$ cat src/rtl/uart_rx_pkg.sv
// ---------------------------------------------------------------------------
// uart_rx_pkg
// Shared constants for the parametrised UART receive controller:
//   - 3-bit FSM state encodings (IDLE, START, DATA, PARITY, STOP, BREAK)
//   - legal oversampling ratios for the prescale input
// ---------------------------------------------------------------------------
package uart_rx_pkg;

  localparam logic [2:0] ST_IDLE   = 3'd0;
  localparam logic [2:0] ST_START  = 3'd1;
  localparam logic [2:0] ST_DATA   = 3'd2;
  localparam logic [2:0] ST_PARITY = 3'd3;
  localparam logic [2:0] ST_STOP   = 3'd4;
  localparam logic [2:0] ST_BREAK  = 3'd5;

  localparam int PRESCALE_8  = 8;
  localparam int PRESCALE_16 = 16;
  localparam int PRESCALE_32 = 32;

endpackage

$ cat src/rtl/uart_rx_edge_bit_cnt.sv
// ---------------------------------------------------------------------------
// uart_rx_edge_bit_cnt
// Oversample (edge) and bit counters for the UART RX controller.
// Ports:
//   clck        system clock
//   rst         asynchronous active-low reset
//   en          count enable (high while a frame is in progress)
//   clr         synchronous clear of both counters (has priority over en)
//   prescale    oversampling ratio; edge_cnt runs 0..prescale-1
//   edge_cnt    oversample position within the current bit
//   bit_cnt     bit index within the frame (0 = start bit)
//   end_of_bit  high in the last oversample cycle of a bit while enabled
// ---------------------------------------------------------------------------
module uart_rx_edge_bit_cnt #(
  parameter int PRESCALE_W = 6,
  parameter int BIT_CNT_W  = 4
) (
  input  logic                  clck,
  input  logic                  rst,
  input  logic                  en,
  input  logic                  clr,
  input  logic [PRESCALE_W-1:0] prescale,
  output logic [PRESCALE_W-1:0] edge_cnt,
  output logic [BIT_CNT_W-1:0]  bit_cnt,
  output logic                  end_of_bit
);

  assign end_of_bit = en && (edge_cnt == (prescale - PRESCALE_W'(1)));

  // NOTE: sequential state is assigned with <= so every register samples the
  // pre-edge values of its neighbours, independent of block ordering.
  always_ff @(posedge clck or negedge rst) begin
    if (!rst) begin
      edge_cnt <= '0;
      bit_cnt  <= '0;
    end else if (clr) begin
      edge_cnt <= '0;
      bit_cnt  <= '0;
    end else if (en) begin
      if (end_of_bit) begin
        edge_cnt <= '0;
        bit_cnt  <= bit_cnt + BIT_CNT_W'(1);
      end else begin
        edge_cnt <= edge_cnt + PRESCALE_W'(1);
      end
    end
  end

endmodule

$ cat src/rtl/uart_rx_ctrl_p.sv
// ---------------------------------------------------------------------------
// uart_rx_ctrl_p
// Parametrised UART receive controller. Sequences START/DATA/PARITY/STOP,
// generates sampling and check strobes for the external sampler,
// deserializer, parity and stop checkers, and reports the frame outcome
// (data_valid, framing_err, parity_err, break_det) in the last frame cycle.
// Ports:
//   clck, rst            clock, asynchronous active-low reset
//   RX_IN                synchronised serial line, idle high
//   prescale             oversampling ratio (8, 16 or 32)
//   par_en, stop2        parity present, two stop bits
//   sampled_bit          majority-voted bit, valid while samp_done=1
//   strt_glitch          start checker result, cycle after strt_chk_en
//   par_check_err        parity checker result, cycle after par_chk_en
//   stop_err             stop checker result, cycle after stop_chk_en
//   edge_cnt, bit_cnt    oversample position / bit index in frame
//   samp_en, samp_done   sampler enable / sampling-point strobe
//   strt_chk_en, deser_en, par_chk_en, stop_chk_en   per-state strobes
//   data_valid, framing_err, parity_err, break_det   outcome pulses
// prescale, par_en and stop2 are shadowed when a frame starts, so changes
// mid-frame only take effect on the next frame.
// ---------------------------------------------------------------------------
module uart_rx_ctrl_p
  import uart_rx_pkg::*;
#(
  parameter int DATA_WIDTH = 8,
  parameter int PRESCALE_W = 6,
  parameter int BIT_CNT_W  = 4
) (
  input  logic                  clck,
  input  logic                  rst,
  input  logic                  RX_IN,
  input  logic [PRESCALE_W-1:0] prescale,
  input  logic                  par_en,
  input  logic                  stop2,
  input  logic                  sampled_bit,
  input  logic                  strt_glitch,
  input  logic                  par_check_err,
  input  logic                  stop_err,
  output logic [PRESCALE_W-1:0] edge_cnt,
  output logic [BIT_CNT_W-1:0]  bit_cnt,
  output logic                  samp_en,
  output logic                  samp_done,
  output logic                  strt_chk_en,
  output logic                  deser_en,
  output logic                  par_chk_en,
  output logic                  stop_chk_en,
  output logic                  data_valid,
  output logic                  framing_err,
  output logic                  parity_err,
  output logic                  break_det
);

  logic [2:0]            state_q, state_d;
  logic [PRESCALE_W-1:0] prescale_q;
  logic                  par_en_q, stop2_q;

  // Per-frame flags, cleared when a frame starts.
  logic glitch_q;    // start bit judged a glitch
  logic par_err_q;   // parity checker reported a mismatch
  logic stop_err_q;  // some stop bit sampled low
  logic brk_or_q;    // OR of every data/parity sample; 0 means line stayed low
  logic chk_d_q;     // a check strobe fired last cycle: checker result is valid now

  logic                  active, active_d, end_of_bit, chk_slot, start_frame;
  logic                  last_stop, glitch_now, stop_err_now, is_break;
  logic [PRESCALE_W-1:0] samp_pt, chk_pt;
  logic [BIT_CNT_W-1:0]  last_bit;

  assign active   = (state_q == ST_START) || (state_q == ST_DATA) ||
                    (state_q == ST_PARITY) || (state_q == ST_STOP);
  assign active_d = (state_d == ST_START) || (state_d == ST_DATA) ||
                    (state_d == ST_PARITY) || (state_d == ST_STOP);

  // Counters are cleared whenever the next state is not a frame state, so
  // they already read 0 in the first IDLE/BREAK cycle after a frame.
  uart_rx_edge_bit_cnt #(
    .PRESCALE_W (PRESCALE_W),
    .BIT_CNT_W  (BIT_CNT_W)
  ) u_cnt (
    .clck       (clck),
    .rst        (rst),
    .en         (active),
    .clr        (!active_d),
    .prescale   (prescale_q),
    .edge_cnt   (edge_cnt),
    .bit_cnt    (bit_cnt),
    .end_of_bit (end_of_bit)
  );

  assign samp_pt  = (prescale_q >> 1) + PRESCALE_W'(1);
  assign chk_pt   = samp_pt + PRESCALE_W'(1);
  assign chk_slot = active && (edge_cnt == chk_pt);

  assign samp_en     = active;
  assign samp_done   = active && (edge_cnt == samp_pt);
  assign strt_chk_en = (state_q == ST_START)  && chk_slot;
  assign deser_en    = (state_q == ST_DATA)   && chk_slot;
  assign par_chk_en  = (state_q == ST_PARITY) && chk_slot;
  assign stop_chk_en = (state_q == ST_STOP)   && chk_slot;

  assign start_frame = (state_q == ST_IDLE) && !RX_IN;
  assign last_bit    = BIT_CNT_W'(DATA_WIDTH + 1) + BIT_CNT_W'(par_en_q) +
                       BIT_CNT_W'(stop2_q);
  assign last_stop   = (state_q == ST_STOP) && end_of_bit && (bit_cnt == last_bit);

  // At prescale=8 the checker answer arrives in the end_of_bit cycle itself,
  // so the live result is merged with the latched one.
  assign glitch_now   = glitch_q   || (chk_d_q && strt_glitch);
  assign stop_err_now = stop_err_q || (chk_d_q && stop_err);
  assign is_break     = !brk_or_q && stop_err_now;

  // NOTE: every combinational output gets a default first, so no path through
  // the case/if tree leaves it unassigned and infers a latch.
  always_comb begin
    state_d = state_q;
    case (state_q)
      ST_IDLE:   if (!RX_IN) state_d = ST_START;
      ST_START:  if (end_of_bit) state_d = glitch_now ? ST_IDLE : ST_DATA;
      ST_DATA:   if (end_of_bit && (bit_cnt == BIT_CNT_W'(DATA_WIDTH)))
                   state_d = par_en_q ? ST_PARITY : ST_STOP;
      ST_PARITY: if (end_of_bit) state_d = ST_STOP;
      ST_STOP:   if (last_stop) state_d = is_break ? ST_BREAK : ST_IDLE;
      ST_BREAK:  if (RX_IN) state_d = ST_IDLE;
      default:   state_d = ST_IDLE;
    endcase
  end

  // Exactly one outcome in the last frame cycle; break suppresses the rest,
  // framing and parity errors may report together.
  always_comb begin
    data_valid  = 1'b0;
    framing_err = 1'b0;
    parity_err  = 1'b0;
    break_det   = 1'b0;
    if (last_stop) begin
      if (is_break) begin
        break_det = 1'b1;
      end else if (stop_err_now || par_err_q) begin
        framing_err = stop_err_now;
        parity_err  = par_err_q;
      end else begin
        data_valid = 1'b1;
      end
    end
  end

  always_ff @(posedge clck or negedge rst) begin
    if (!rst) begin
      state_q    <= ST_IDLE;
      prescale_q <= '0;
      par_en_q   <= 1'b0;
      stop2_q    <= 1'b0;
      glitch_q   <= 1'b0;
      par_err_q  <= 1'b0;
      stop_err_q <= 1'b0;
      brk_or_q   <= 1'b0;
      chk_d_q    <= 1'b0;
    end else begin
      state_q <= state_d;
      chk_d_q <= chk_slot;
      if (start_frame) begin
        prescale_q <= prescale;
        par_en_q   <= par_en;
        stop2_q    <= stop2;
        glitch_q   <= 1'b0;
        par_err_q  <= 1'b0;
        stop_err_q <= 1'b0;
        brk_or_q   <= 1'b0;
      end else begin
        if ((state_q == ST_START) && chk_d_q && strt_glitch) glitch_q <= 1'b1;
        if ((state_q == ST_PARITY) && chk_d_q && par_check_err) par_err_q <= 1'b1;
        if ((state_q == ST_STOP) && chk_d_q && stop_err) stop_err_q <= 1'b1;
        if (((state_q == ST_DATA) || (state_q == ST_PARITY)) && samp_done && sampled_bit)
          brk_or_q <= 1'b1;
      end
    end
  end

endmodule
$ cat config.mk
export PLATFORM = sky130hd
export DESIGN_NAME = uart_rx_ctrl_p
export DESIGN_NICKNAME = d
export VERILOG_FILES = /design/src/rtl/uart_rx_pkg.sv /design/src/rtl/uart_rx_edge_bit_cnt.sv /design/src/rtl/uart_rx_ctrl_p.sv
export SDC_FILE = /design/constraint.sdc
export NUM_CORES = 1
export LEC_CHECK = 0
export CAP_MARGIN = 20
export CORE_ASPECT_RATIO = 0.75
export CORE_MARGIN = 2
export CORE_UTILIZATION = 53
export CTS_CLUSTER_DIAMETER = 120
export DETAILED_ROUTE_END_ITERATION = 8
export HOLD_SLACK_MARGIN = 0.15
export PLACE_DENSITY = 0.79
export REMOVE_ABC_BUFFERS = 1
export SYNTH_ARGS = -nofsm -noshare
export SYNTH_HDL_FRONTEND = slang
export SYNTH_SLANG_ARGS = --single-unit
$ cat constraint.sdc
create_clock -name clck -period 4.4 [get_ports clck]
set_clock_uncertainty 0.2 [all_clocks]
set_input_delay 1.1 -clock clck [delete_from_list [all_inputs] [get_ports clck]]
set_output_delay 1.1 -clock clck [all_outputs]
set_load 0.03 [all_outputs]
### Word-level counts from Yosys, hierarchy flattened

Index checks and enable logic that the tools add are counted.

* eq/ne operators: 16
* reduce and logical (&&, ||, !) cells: 40
* add/sub/neg operators: 7
* multiplexer cells: 35

Operators by type and width (number)
* $mux 3: 8
* $logic_and 1x1->1: 22
* $mux 1: 19
* $eq 6x6->1: 3
* $mux 6: 3
* $pmux 3 s6: 1
* $add 6x1->6 const B: 2
* $eq 3x2->1 const B: 4
* $mux 4: 3
* $logic_or 1x1->1: 10
* $eq 3x3->1 const B: 3
* $reduce_bool 2->1: 4
* $add 5x1->6 const B: 1
* $eq 3x1->1 const B: 2
* $sub 6x1->6 const B: 1
* $add 4x1->4: 1
* $add 4x1->4 const A: 1
* $add 4x1->4 const B: 1
* $eq 4x4->1: 1
* $eq 4x4->1 const B: 1
* $logic_not 3->1: 1
* $logic_not 1->1: 2
* $mux 2: 1
* $ne 2x1->1 const B: 1
* 2 further kinds: 2

* output and inout bits: 20
* flip-flop bits (word level): 26
* logic and storage cells: 109
* input port bits: 15

### Logic depth before layout (Yosys ltp)

* word-level depth: 15
* gate-level depth with buffers: 9
* mapped depth without buffers: 8

### By module

From an unflattened synthesis, not the netlist that was laid out.

* cells, all modules: 212
* area total of the unflattened synthesis: 1834.3 µm²

By module, submodules not included
* uart_rx_ctrl_p: area an instance 1161.1 µm², cells an instance 140, seq. area each 400.4 µm², instances 1
* uart_rx_edge_bit_cnt: area an instance 673.1 µm², cells an instance 72, seq. area each 250.2 µm², instances 1

### Worst setup path after synthesis

OpenSTA, ideal clock, no wires.

* path kind: register to output
* start: register prescale_q[2]
* end: output port samp_done
* arrival: 2.870 ns
* buffers on the path: 0
* cell stages (with the launch flop): 6
* required time: 3.100 ns
* setup slack: 0.230 ns
* cells stage by stage: dfrtp_1 ha_1 and2_1 a211oi_1 a311o_1 a2111oi_0

* cells in the longest elaborated chain, start to end: 3

Ends and longest elaborated chain
* start, declared: line uart_rx_ctrl_p.sv:55 `logic [PRESCALE_W-1:0] prescale_q;`
* start signal, assigned: line uart_rx_ctrl_p.sv:163 `prescale_q <= prescale;`
* $add 5x1->6: line uart_rx_ctrl_p.sv:91 `assign samp_pt = (prescale_q >> 1) + PRESCALE_W'(1);`
* $eq 6x6->1: line uart_rx_ctrl_p.sv:96 `assign samp_done = active && (edge_cnt == samp_pt);`
* $logic_and 1x1->1: line uart_rx_ctrl_p.sv:96
* end, declared: line uart_rx_ctrl_p.sv:43 `output logic samp_done,`

No other way between the ends.

### Worst setup path after layout

* start: register prescale_q[1]
* end: output port data_valid

* cells in the longest elaborated chain, start to end: 6

Ends and longest elaborated chain
* $sub 6x1->6: line uart_rx_edge_bit_cnt.sv:28 `assign end_of_bit = en && (edge_cnt == (prescale - PRESCALE_W'(1)));`
* $eq 6x6->1: line uart_rx_edge_bit_cnt.sv:28
* $logic_and 1x1->1: line uart_rx_edge_bit_cnt.sv:28
* $logic_and 1x1->1 (2 in a row): line uart_rx_ctrl_p.sv:105 `assign last_stop = (state_q == ST_STOP) && end_of_bit && (bit_cnt == last_bit);`
* $mux 1: line uart_rx_ctrl_p.sv:136 `if (last_stop) begin`
* end, declared: line uart_rx_ctrl_p.sv:48 `output logic data_valid,`

No other way between the ends.

==> flow_summary_export.csv <==
group,metric,value,unit
run_status,outcome,"finished, final reports clean",
worst_setup_path,rrSetupSlack,1.09,ns
sta,post-route-min-period,4.28,ns
power_and_ir_drop,power.total,0.00184,W
worst_setup_path,crit_path_start,"prescale_q[1]",
cells_and_area,final_layout_size_suffix_gt1_share,13.2,%
worst_setup_path,reg2regPathDepth,9,
worst_setup_path,critPathCapture,"data_valid",
global_route,overflow,0,
cts,cts_made_buffers,3,
detailed_routing,first_iter_violations,169,
synth,async_flop_share,100,%
synth,yosysMostFrequentCell,"dfrtp_1",
cts,cts_buffer_depth,2,
place,gp_congestion,0.873,
cts,cts_hold_buf,0,
worst_setup_path,cp.required,3.10,ns
sta,finalMaxSlewViolations,0,
sta,setup_viol,0,
min_path,min_path_type,"reg -> reg",
cts,cts_num_sinks,26,
worst_setup_path,critPathSlowestCell,"or4_4",
power_and_ir_drop,p_leak,1.10,nW
worst_setup_path,cp_cell_sequence,"inv_1, ha_1, xnor2_1, or4_4, o22ai_4, o211ai_4, or3_4, nor3b_2, buf_4",
worst_setup_path,r2r_end,"u_cnt.bit_cnt[0]",
floorplanning,initial_utilization,55.0,%
worst_setup_path,worstSetupStartpointType,"flop",
detailed_routing,ant_nets,0,
power_and_ir_drop,ir_worst_vdd,0.387,mV
sta,setup_tns,0,ns
synth,synth-seq-area-share,32.3,%
detailed_routing,dr_total_vias,1766,
floorplanning,dieArea,4320,um^2
worst_setup_path,endpoint_kind,"output port",
detailed_routing,wl,4870,um
flow_run,drv_cap,0,
detailed_routing,firstDrtPassIters,4,
detailed_routing,wl_per_cell,15.7,um
floorplanning,die_w,75.2,um
global_route,grt_start_max_net_pins,27,
sta,setup_slack,0.119,ns
power_and_ir_drop,pwr-share-comb,62.8,%
cts,h-tree-depth,1,
floorplanning,die_y,57.4,um
synth,yosysTopAreaCellShare,32.3,%
cells_and_area,nets,285,
cts,cts_tree,"built",
synth,syn_area_per_cell,9.28,um^2
sta,period_share,97.3,%
worst_setup_path,cp.arrival,2.98,ns
synth,syn_inst,217,
place,dpl.hpwl,3430,um
power_and_ir_drop,seq_power_share,26.3,%
global_route,grt_usage,24.2,%
place,post-place-ws,0.0791,ns
cells_and_area,antenna_cells,0,
power_and_ir_drop,powerDensity,722,nW/um^2
worst_setup_path,r2r-start,"prescale_q[1]",
floorplanning,io_pins,35,
synth,synth_area_leaders,"dfrtp_1 32%, xnor2_1 7.4%, ha_1 6.8%, xor2_1 4.8%, nand2_1 4.5%",
global_route,grt_pass1_vias,1691,
place,post-place-cells,301,
worst_setup_path,critPathKind,"reg -> out",
worst_setup_path,crit_path_max_incr_delay,0.54,ns
power_and_ir_drop,pwr-share-clk,10.9,%
cells_and_area,fin_cells,310,
cts,cts-root-buf,"clkbuf_8",
cts,clock_latency,0.27,ns
global_route,grt_antenna_before_repair,0,
synth,ys_warn_count,0,
synth,synth.top_cells.by_count,"26 x dfrtp_1, 24 x nand2_1, 17 x xnor2_1",
synth,synthFlopType,"dfrtp_1",
global_route,grt_pass1_wl,8100,um
power_and_ir_drop,switching_share,48.0,%
cells_and_area,syn2layout_area_growth,26.6,%
synth,synth_seq_cells,26,
synth,synth_edf_count,0,
cts,path_clk_slew,0.10,ns
worst_setup_path,cp_max_fo,6,
detailed_routing,drc,0,
power_and_ir_drop,p_switching,0.000884,W
sta,finalHoldViolCount,0,
sta,max_freq,0.234,GHz
synth,syn_area,2010,um^2
synth,yosysUniqueCellTypes,56,
detailed_routing,vias_per_cell,5.70,
sta,worst_slew_pin_slew,0.788,ns
sta,hold_slack,0.310,ns
power_and_ir_drop,internal_power,0.000957,W
floorplanning,fp.coreArea,3660,um^2
place,numPortBuffers,34,
sta,grt_setup_unrepaired,"false",
sta,timing.slew.headroom,46.0,%
synth,yosysTopAreaCell,"dfrtp_1",
floorplanning,fp-row-count,19,
## stage by stage
step	util (%)	area (um^2)
after floorplan	-	1980
after global placement	66.3	2430
after detailed placement	66.3	2430
after CTS	68.2	2500
after global routing	69.7	2550
final	69.7	2550
## critical path: cells and delay by family (launching register included)
kind                       cells  cell delay, ns
AOI/OAI and AO/OA              2            0.35
adders and majority gates      1            0.25
buffers and inverters          2            0.30
and+or+nand+nor                3            1.21
xor gates and xnor gates       1            0.14
DFF                            1            0.46
## kinds of logic (layout without fill, tap and decap cells)
logic type	count (synthesis)	after routing	share of synthesized area, %
fa+ha+maj	11	11	6.83
mux	2	2	0.994
simple gates	79	79	22.0
compound gates	51	51	20.5
flops	26	26	32.3
xor+xnor	29	29	13.5
buf+inv	19	60	3.79
## registers in the layout (all words and copies together) (netlist names)
signal          count
brk_or_q            1
chk_d_q             1
glitch_q            1
par_en_q            1
par_err_q           1
prescale_q          6
state_q             3
stop2_q             1
stop_err_q          1
u_cnt.bit_cnt       4
u_cnt.edge_cnt      6
## power groups by stage
| stage | logic, W | registers, W | clock network [W] |
|---|---|---|---|
| floorplan | 0.000791 | 0.000494 | 0 |
| global placement | 0.00109 | 0.000482 | 0 |
| detailed placement | 0.00112 | 0.000484 | 0 |
| CTS | 0.00112 | 0.000481 | 0.000202 |
| global route | 0.00127 | 0.000506 | 0.000214 |
| finish | 0.00116 | 0.000485 | 0.000200 |
## area by class of cell
cell class	count	area, um^2
clock buffer	3	41.3
clock inverter	1	30.0
fill	312	1110
inverter	10	37.5
multi-input combinational	172	1290
sequential	26	653
tap	52	65.1
timing repair buffer	46	432
## worst min path at each step
stage | start | end | slack (ns) | cells past startpoint
5_1_grt | stop_err_q | stop_err_q | 0.35 | 1
3_5_place_dp | glitch_q | glitch_q | 0.29 | 2
6_report | glitch_q | glitch_q | 0.31 | 2
3_3_place_gp | glitch_q | glitch_q | 0.28 | 2
2_1_floorplan | glitch_q | glitch_q | 0.26 | 2
4_1_cts | glitch_q | glitch_q | 0.31 | 2
## metal layers
layer / share of wire (%) / track usage (%) / vias to the layer above / wire (um)
met1: 50 / 37.1 / 845 / 2420
met4: 0.86 / 3.51 / 0 / 42
li1: - / - / 857 / -
met2: 44 / 37.0 / 58 / 2160
met3: 5.2 / 3.71 / 6 / 253
met5: 0 / 0 / - / 0
## what timing repair did
action / CTS / global route
gates resized for setup: 2 / 6
endpoints found under the setup margin: 3 / 8
endpoints found under the hold margin: 0 / 0
buffers inserted: 0 / 5
## layout by cell type (no fill, tap or decap), types with 5 or more instances in the layout
cell type and instances:
o21ai_1 8, dfrtp_1 24, nor3_1 5, nor2_1 11, a21oi_1 8, buf_4 15, nor2b_1 7, nand3_1 9
xnor2_1 17, a211oi_1 7, inv_1 9, nand2_1 24, ha_1 11, xor2_1 11, o21ai_0 5, clkdlybuf4s50_1 26
Note: power is estimated with default switching activity, not from simulation.
